`config.mk`:
```
export PLATFORM = sky130hd
export DESIGN_NAME = vx_tag_flush_ctrl
export DESIGN_NICKNAME = d
export VERILOG_FILES = /design/src/rtl/vx_tag_flush_ctrl.sv
export SDC_FILE = /design/constraint.sdc
export NUM_CORES = 1
export LEC_CHECK = 0
export BUFFER_PORTS_ARGS = -buffer_cell sky130_fd_sc_hd__buf_4
export CORE_ASPECT_RATIO = 0.8
export CORE_MARGIN = 3
export CORE_UTILIZATION = 39
export DETAILED_ROUTE_END_ITERATION = 10
export GPL_ROUTABILITY_DRIVEN = 1
export PLACE_DENSITY = 0.86
export SLEW_MARGIN = 20
export SYNTH_ARGS = -nofsm -noshare
export SYNTH_HDL_FRONTEND = slang
export SYNTH_SLANG_ARGS = --single-unit
```
`constraint.sdc`:
```
create_clock -name clk -period 1.65 [get_ports clk]
set_clock_uncertainty 0.05 [all_clocks]
set_input_delay 0.0825 -clock clk [delete_from_list [all_inputs] [get_ports clk]]
set_output_delay 0.0825 -clock clk [all_outputs]
set_load 0.005 [all_outputs]
```
`src/rtl/vx_tag_flush_ctrl.sv`:
```
// rtl/vx_tag_flush_ctrl.sv - tag store port sequencer: reset/flush invalidation sweep and pipeline pass-through
// Owns the tag store write/address port; arbitrates between bank pipeline ops and line-by-line invalidation.
module vx_tag_flush_ctrl #(
  parameter int LINES_PER_BANK   = 64,
  parameter int LINE_ADDR_WIDTH  = 26,
  parameter int LINE_SELECT_BITS = (LINES_PER_BANK > 1) ? $clog2(LINES_PER_BANK) : 1,
  parameter int DRAIN_CYCLES     = 2
) (
  input  logic                       clk,
  input  logic                       reset,
  input  logic                       flush_req_valid,
  output logic                       flush_req_ready,
  output logic                       flush_done,
  output logic                       busy,
  input  logic                       pipe_valid,
  output logic                       pipe_ready,
  input  logic                       pipe_fill,
  input  logic [LINE_ADDR_WIDTH-1:0] pipe_addr,
  output logic [LINE_ADDR_WIDTH-1:0] tag_addr,
  output logic                       tag_fill,
  output logic                       tag_flush,
  output logic                       tag_lookup
);

  localparam int DCTR_BITS = (DRAIN_CYCLES > 0) ? $clog2(DRAIN_CYCLES + 1) : 1;
  localparam logic [LINE_SELECT_BITS-1:0] LAST_LINE = LINE_SELECT_BITS'(LINES_PER_BANK - 1);
  localparam logic [DCTR_BITS-1:0] LAST_DRAIN =
    DCTR_BITS'((DRAIN_CYCLES > 0) ? (DRAIN_CYCLES - 1) : 0);

  typedef enum logic [2:0] {
    ST_INIT  = 3'd0,
    ST_IDLE  = 3'd1,
    ST_DRAIN = 3'd2,
    ST_FLUSH = 3'd3,
    ST_DONE  = 3'd4
  } state_e;

  state_e                      state_q, state_d;
  logic [LINE_SELECT_BITS-1:0] ctr_q, ctr_d;
  logic [DCTR_BITS-1:0]        dctr_q, dctr_d;

  logic flush_accept;
  logic sweeping;

  assign flush_accept = (state_q == ST_IDLE) && flush_req_valid;
  assign sweeping     = (state_q == ST_INIT) || (state_q == ST_FLUSH);

  always_comb begin
    state_d = state_q;
    ctr_d   = ctr_q;
    dctr_d  = dctr_q;
    unique case (state_q)
      ST_INIT, ST_FLUSH: begin
        if (ctr_q == LAST_LINE) begin
          ctr_d   = '0;
          state_d = (state_q == ST_INIT) ? ST_IDLE : ST_DONE;
        end else begin
          ctr_d = ctr_q + 1'b1;
        end
      end
      ST_IDLE: begin
        if (flush_accept) begin
          // An op issued in this same cycle is retired by the drain window.
          if (DRAIN_CYCLES > 0) begin
            state_d = ST_DRAIN;
            dctr_d  = '0;
          end else begin
            state_d = ST_FLUSH;
            ctr_d   = '0;
          end
        end
      end
      ST_DRAIN: begin
        if (dctr_q == LAST_DRAIN) begin
          state_d = ST_FLUSH;
          ctr_d   = '0;
          dctr_d  = '0;
        end else begin
          dctr_d = dctr_q + 1'b1;
        end
      end
      ST_DONE: begin
        state_d = ST_IDLE;
      end
      default: begin
        state_d = ST_INIT;
        ctr_d   = '0;
        dctr_d  = '0;
      end
    endcase
  end

  always_ff @(posedge clk or posedge reset) begin
    if (reset) begin
      state_q <= ST_INIT;
      ctr_q   <= '0;
      dctr_q  <= '0;
    end else begin
      state_q <= state_d;
      ctr_q   <= ctr_d;
      dctr_q  <= dctr_d;
    end
  end

  // Pure decode of state/ctr/pipe inputs so IDLE pass-through adds no latency.
  always_comb begin
    flush_req_ready = 1'b0;
    flush_done      = 1'b0;
    busy            = 1'b1;
    pipe_ready      = 1'b0;
    tag_addr        = LINE_ADDR_WIDTH'(ctr_q);
    tag_fill        = 1'b0;
    tag_flush       = 1'b0;
    tag_lookup      = 1'b0;
    if (sweeping) begin
      tag_flush = 1'b1;
    end else if (state_q == ST_IDLE) begin
      flush_req_ready = 1'b1;
      busy            = 1'b0;
      pipe_ready      = 1'b1;
      tag_addr        = pipe_addr;
      tag_fill        = pipe_valid && pipe_fill;
      tag_lookup      = pipe_valid && !pipe_fill;
    end else if (state_q == ST_DONE) begin
      flush_done = 1'b1;
    end
  end

endmodule
```
==> results summary, run 1 <==
The flow ran to the end, but the final reports show violations. The checks that failed: negative setup slack. In this run the tightest slew margin relative to its limit is slightly above 70%.

For this design, the slowest cell found on the critical path is sky130_fd_sc_hd__dfrtp_2. The number of global-route vias before repair was 930. The number of cells on the worst reg-to-reg path is 6. The register bit count reported by yosys is 11.

Walking the worst path, the cells encountered are nor3b_4 > buf_12 > mux2_4 > buf_6. Including well taps, the total number of placed cells is about 190. Each instance of the synthesized netlist takes up on average 8.285 um2. For the pin with the worst max-slew slack, the measured transition is 0.4328 ns.

Fill cells in the final layout number 137. The first global-routing pass estimated ~4200 um of wire. The number of vias after detailed routing came out at roughly 1000. The full die area is between 2000 and 3000 um2. The critical register-to-register path endpoint is ctr_q[4]. Clock-pin slew was measured on the worst setup and hold paths at 0.08 ns. Sorting the synthesized cells by how often they occur yields 20 x sky130_fd_sc_hd__and2_1, 11 x sky130_fd_sc_hd__dfrtp_1, 9 x sky130_fd_sc_hd__nand2_1.

The total number of nets in the final design is 205. The critical path data required time is 1.52 ns. The synthesis warning total came out at 0. The non-filler instance count after layout came out at 196. The congestion estimate from routability-driven global placement came to between 0.7 and 0.8. The detailed placement HPWL came out at between 1500 and 2000 um. The worst voltage drop across the vdd grid is between 300 and 400 uV. The most frequently used flop master after synthesis is sky130_fd_sc_hd__dfrtp_1.

For this design the ratio of total power to cell area is between 300 and 400 nW/um2. The final hold violation count is 0. The share of post-route cells with drive strength above 1 came out at around half. The number of detailed-route iterations in the first pass is 4. The count of buffers from port buffering came out at 63. The antenna cell count came out at 0. The most critical setup path has its endpoint at tag_addr[4].

The setup-violating endpoint count in the final report came out at 9. Setup repair after global routing could not meet its margin everywhere. In this run the vertical extent of the chip is around 48 um.

The number of design rule violations left after detail routing came out at 0. Summed over all layers, the routed wires come to slightly below 3000 um. The fmax came out at ~0.59 GHz. The die width is between 50 and 60 um. The startpoint identified for the worst register-to-register timing path is state_q[0]. Sorting the synthesized cells by area gives the leading types as sky130_fd_sc_hd__dfrtp_1 32%, sky130_fd_sc_hd__and2_1 15%, sky130_fd_sc_hd__mux2_2 7.9%. The critical path starts at state_q[1]. The number of synthesized flops with an enable pin came out at 0. The number of clock buffers added by TritonCTS is 3. The core region is 1979 um2. The highest cell delay on the worst timing path is ~0.43 ns. The count of pins over their slew limit is 0. The I/O pin count is 64.

The post-synthesis net count is 135. The routed length per placed instance came out at between 10 and 15 um. Synthesis instantiated 32 different standard cells from the library. For this run, the register share of the synthesized area comes to between 30% and 40%. The mapped cell area came out at around 850 um2. The setup slack of the worst register-to-register path is -0.04 ns. The area added between synthesis and finish came out at 80.06%.

The portion of synthesized cell area occupied by the leading cell type is approximately a third. The placement row count came out at 14. The critical path endpoint category is an output pin. The total overflow left after global routing is 0. The post-route minimum period is between 1.5 and 2 ns. The clock network latency to the later pin of the worst-skew pair came out at 0.28 ns. The initial standard-cell utilization of the core came out at 43.11%.

The CTS tree is done. The total number of H-tree levels is 1. The worst hold-check path type is primary input to flip-flop. The tool flagged a number of max-cap violations equal to 0. The async set-reset flop share out of synthesis is between 90% and 100%.

The worst setup path category is flip-flop to output pin. The leakage power summed over all cells is between 0.7 and 0.8 nW. In the routed layout, each cell is associated on average with a via count of 5.214.

The maximum number of pins on one net before global-route repair came out at 17. For this design, the sink count on the clock tree is 11. The cell class contributing the biggest share of worst-path delay is flip-flops. STA classifies the critical path startpoint as a flip-flop. The instance count on the critical path is 4. The number of buffers and inverters on the critical path is 2.

The post-route core utilization is ~78%. The most common cell in the netlist is sky130_fd_sc_hd__and2_1. Of all nets on the critical path, the largest fanout is 8. The violation count after the first detailed-routing iteration is 57. In this run the deepest clock path goes through 2 buffers.

The count of mapped cells out of synthesis is 103. The number of antenna-violating nets in the routed design came out at 0. The initial antenna violation count was 0.

The overall fraction of global-route tracks in use is about a fifth. After layout, the worst path uses 102.7% of the clock period. The slack of the critical path came out at -0.04430 ns. The worst endpoint data arrival time came out at ~1.6 ns. The root buffer selected by CTS is sky130_fd_sc_hd__clkbuf_4. The synthesized design spends more area on one cell type than any other, namely sky130_fd_sc_hd__dfrtp_1.
## tightest hold or removal path: stages
cell and delay [ns]:
sky130_fd_sc_hd__buf_4 0.11, sky130_fd_sc_hd__nand3b_1 0.08, sky130_fd_sc_hd__a21oi_1 0.08
## cell type report
type                            count  area (um2)  share of cell area, %
Timing Repair Buffer               73       605.6                  39.41
Clock buffer                        4       26.28                  1.710
Sequential cell                    11       276.5                  18.00
Tap cell                           24       30.03                  1.954
Inverter                            4       15.01                 0.9772
Multi-Input combinational cell     80       583.1                  37.95
## placed cells by master, fill, tap and decap left out, types with 2 or more instances in the layout
cell	n
sky130_fd_sc_hd__clkbuf_4	3
sky130_fd_sc_hd__a21oi_1	2
sky130_fd_sc_hd__o21ai_0	6
sky130_fd_sc_hd__nor3_1	2
sky130_fd_sc_hd__nor3b_1	4
sky130_fd_sc_hd__and4_1	2
sky130_fd_sc_hd__o21ai_1	2
sky130_fd_sc_hd__buf_6	6
sky130_fd_sc_hd__nor2_1	4
sky130_fd_sc_hd__inv_1	4
sky130_fd_sc_hd__dfrtp_1	10
sky130_fd_sc_hd__nand3_1	3
sky130_fd_sc_hd__nand2_1	9
sky130_fd_sc_hd__nor2b_1	2
sky130_fd_sc_hd__and2_1	19
sky130_fd_sc_hd__mux2_4	6
sky130_fd_sc_hd__a22o_1	2
sky130_fd_sc_hd__buf_4	64
## sequential cells by signal (all words and copies together), names as in the netlist
signal and flops:
state_q 3, dctr_q 2, ctr_q 6
## what timing repair did
action | in CTS | in global routing
setup endpoints to repair | 6 | 33
setup buffers | 3 | 1
hold buffers | 1 | 0
endpoints found under the hold margin | 11 | 0
gates cloned | 1 | 0
pin swaps | 1 | 0
resized for setup | 15 | 7
## report_power, final
| part | switching [mW] | total [mW] | internal, mW | leakage [nW] |
|---|---|---|---|---|
| sequential | 0 | 0.269 | 0.269 | 0.123 |
| clock | 0.104 | 0.198 | 0.0939 | 0.0150 |
| combinational | 0.0147 | 0.0613 | 0.0466 | 0.632 |
## metal layers
| metal | wire length, um | up-vias | global-route usage [%] |
|---|---|---|---|
| li1 | - | 489 | - |
| met1 | 1233 | 457 | 24.44 |
| met2 | 1389 | 73 | 36.30 |
| met3 | 280 | 3 | 3.504 |
| met4 | 28 | 0 | 8.333 |
| met5 | 0 | - | 0 |
## cells by family after synthesis
logic type               after synthesis  synth area share (%)
adder cells (fa/ha/maj)                1                 1.466
AND/OR/NAND/NOR                       52                 35.19
XOR/XNOR                               1                 1.027
flip-flops                            11                 32.26
buffers and inverters                 12                 6.743
multiplexers                           7                 9.090
AO/OA/AOI/OAI                         19                 14.23
## worst min-delay path by stage
stage | from | end | slack (ns) | cells past startpoint
global placement | reset | dctr_q[0] | 0.05 | 2
floorplan | reset | ctr_q[0] | -0.12 | 1
global route | flush_req_valid | state_q[1] | 0.07 | 3
finish | flush_req_valid | state_q[1] | 0.06 | 3
detailed placement | reset | dctr_q[0] | 0.06 | 2
CTS | flush_req_valid | state_q[1] | 0.07 | 3
## per-stage QoR
step / setup TNS [ns] / cell area, um2 / setup WS, ns / hold slack [ns] / power, mW
after floorplan: 0 / 853.3 / 0.2152 / -0.1151 / 0.2797
after global placement: 0 / 1361 / 0.1294 / 0.05486 / 0.3319
after detailed placement: 0 / 1361 / 0.08740 / 0.05853 / 0.3336
after CTS: -0.3354 / 1514 / -0.04874 / 0.07028 / 0.5244
after global routing: -1.606 / 1536 / -0.09212 / 0.06653 / 0.5467
final: -0.2950 / 1536 / -0.04430 / 0.06159 / 0.5284
No activity file was read; power rests on OpenSTA's default activity.
==> run 2, diff against run 1 <==
--- a/config.mk
+++ b/config.mk
@@ -9,6 +9,7 @@
 export CORE_ASPECT_RATIO = 0.8
 export CORE_MARGIN = 3
 export CORE_UTILIZATION = 39
+export CTS_BUF_LIST = sky130_fd_sc_hd__clkbuf_16
 export DETAILED_ROUTE_END_ITERATION = 10
 export GPL_ROUTABILITY_DRIVEN = 1
 export PLACE_DENSITY = 0.86
==> run 2 against run 1 <==
The flow still finishes with violations (negative setup slack). Die area unchanged. Clock-buffer cell count decreased by 1. Total power grew 46%. Design area grew 4.2%. First-iteration DRC count down 49%. Critical path depth is 2 higher. Sequential cell count stayed put. Sequential power barely moved. Largest cell class unchanged.
==> results summary, run 2 (synthesis gave the netlist of run 1 again) <==
The run finished, with violations left. The final reports fail on negative setup slack. The floorplan step defined a die boundary enclosing about 2800 um2.

The repair_antennas step left the layout with diodes totalling 0. The routed length per placed instance is roughly 16 um. At the end of routability-driven placement, the weighted congestion stood at roughly 0.76. The power density over the cells came out at around 480 nW/um2. The number of global-route vias before repair came out at between 900 and 1000.

The post-route core utilization is around 81%. The library cell contributing the largest single delay on the critical path is sky130_fd_sc_hd__dfrtp_1. The worst voltage drop across the vdd grid came out at just under 700 uV. The worst endpoint data arrival time is 1.76 ns.

The clock slew seen by the registers of the worst setup and hold paths came out at around 0.040 ns. The register with the most flip-flops in the layout has 6 of them. The worst hold-check path type is primary input to flip-flop. Summing internal, switching and leakage power gives 773.3 uW. The transition at the pin with the smallest max-transition slack came out at around 0.43 ns. The number of filler cells placed in the layout came out at about 130. After layout, the worst path uses 102.3% of the clock period.

The initial standard-cell utilization of the core came out at around 43%. The number of design rule violations left after detail routing is 0. The cell class contributing the biggest share of worst-path delay is compound AO/OA/AOI/OAI gates. The first global-routing pass estimated roughly 4200 um of wire.

STA classifies the critical path startpoint as a flip-flop. For this design the top-level I/O count stands at between 60 and 70. The post-detailed-routing wire length is ~3200 um. The count of pins over their slew limit was 0. CTS built an H-tree with a depth of 1. The global routing met1 resource utilization came out at about a quarter. The final hold violation count is 0. The number of vias after detailed routing came out at between 1000 and 1500. The final hold slack is 0.1100 ns. The worst setup path category is flip-flop to flip-flop.

The number of buffers and inverters on the critical path is 2. In this run the standard cell core region covers 1979 um2. The area added between synthesis and finish is 87.54%. The setup TNS after final layout is -0.09902 ns. The violation count after the first detailed-routing iteration is 29.

Setup repair after global routing could not meet its margin everywhere. The slack of the critical path is -0.03806 ns. The register with the most flip-flops in the final layout is ctr_q.

The signal on the critical path passes through nor3b_4 > buf_6 > buf_16 > a211o_4 > a21o_1 > a22o_1. The highest fanout seen on the critical path is 8. The post-route minimum period is roughly 1.7 ns. Global routing finished with a remaining overflow of 0. At the later pin of the worst-skew pair, clock insertion delay measures about 0.24 ns. The leakage power summed over all cells came out at about 0.8 nW.

The total number of nets in the final design is between 200 and 250. The max-capacitance violation count came out at 0. The initial antenna violation count came out at 0.

In this run, CTS created clock tree buffers numbering 3. The via count normalized by instance count came out at 5.345. Once layout is done, the placed cells without fillers occupy between 1500 and 2000 um2. The met2 global-route usage is between 30 and 40%.

The global routing usage on met3 is roughly 2.7%. The placed standard-cell area is between 1000 and 1500 um2. Leaving out fill and tap cells, the most frequent cells in the layout are 63 x sky130_fd_sc_hd__buf_4, 19 x sky130_fd_sc_hd__and2_1, 10 x sky130_fd_sc_hd__dfrtp_1.

Timing would allow up to 0.5924 GHz. Leaving out fill and tap cells, the most frequent cell in the layout is sky130_fd_sc_hd__buf_4. The detailed placement HPWL came out at slightly below 2000 um.

The non-filler instance count after layout came out at between 150 and 200. STA classifies the critical path endpoint as a flip-flop. The overall fraction of global-route tracks in use came out at roughly a fifth. The share of post-route cells with drive strength above 1 came out at between 50% and 60%. The count of buffers from port buffering came out at 63.

The die is between 50 and 60 um wide. The floorplan has 14 rows. The number of detailed-route iterations in the first pass came out at 4. The normalized max-slew margin is just over 70%. The peak-usage layer in the global routing report is met2.

The number of antenna-violating nets in the routed design came out at 0. Counting along the longest clock path gives a buffer depth of 2. The CTS tree is done.

The highest cell delay on the worst timing path is around 0.37 ns. The CTS sink count came out at 11. At the placement stage, the worst setup path has a slack of around 0.09 ns.

Setup violations remaining at the end of the flow were counted as 7. The die is approximately 48 um tall. The maximum number of pins on one net before global-route repair is 17.

The largest registers in the layout are ctr_q (6), state_q (3), dctr_q (2). The cell total after placement is 186. The root buffer selected by CTS is sky130_fd_sc_hd__clkbuf_16. STA puts the critical path data required time at ~1.7 ns.
## run 2: path summary, 6_finish.rpt
check	start	end	slack, ns	cells past startpoint
max	state_q[0]	ctr_q[4]	-0.04	6
min	flush_req_valid	state_q[1]	0.11	3
max reg2reg	state_q[0]	ctr_q[4]	-0.04	6
min reg2reg	dctr_q[1]	dctr_q[1]	0.47	1
max in group asynchronous	reset	state_q[1]	0.88	3
min in group asynchronous	reset	ctr_q[0]	0.35	3
## run 2: power breakdown
| group | internal (mW) | switching, mW |
|---|---|---|
| clock network | 0.318 | 0.122 |
| registers | 0.271 | 0 |
| logic | 0.0467 | 0.0155 |
## run 2: layer usage
layer / share of wire (%) / vias up / wire length (um)
met5: 0 / - / 0
met4: 0.95 / 0 / 30
met3: 9.0 / 3 / 285
met2: 48 / 68 / 1528
met1: 42 / 488 / 1311
li1: - / 494 / -
## run 2: final cells by class
type                            count  area [um2]  area share (%)
Timing Repair Buffer               74       634.4           39.64
Multi-Input combinational cell     80       565.5           35.34
Sequential cell                    11       276.5           17.28
Clock buffer                        3       75.07           4.691
Tap cell                           24       30.03           1.876
Inverter                            4       15.01          0.9382
Clock inverter                      1       3.754          0.2346
## run 2: worst register-to-register path, delay by kind of cell (launching register included)
kind | cells | cell delay (ns)
AOI/OAI and AO/OA | 3 | 0.72
DFF | 1 | 0.37
buffers and inverters | 2 | 0.26
and+or+nand+nor | 1 | 0.17
## run 2: repair_timing
item                                    CTS  global route
buffers inserted                          3             1
endpoints found under the setup margin    6            26
hold endpoints to repair                 11             0
cloned                                    1             1
gates resized for setup                   5            14
pin swaps                                 1             3
hold buffers                              1             0
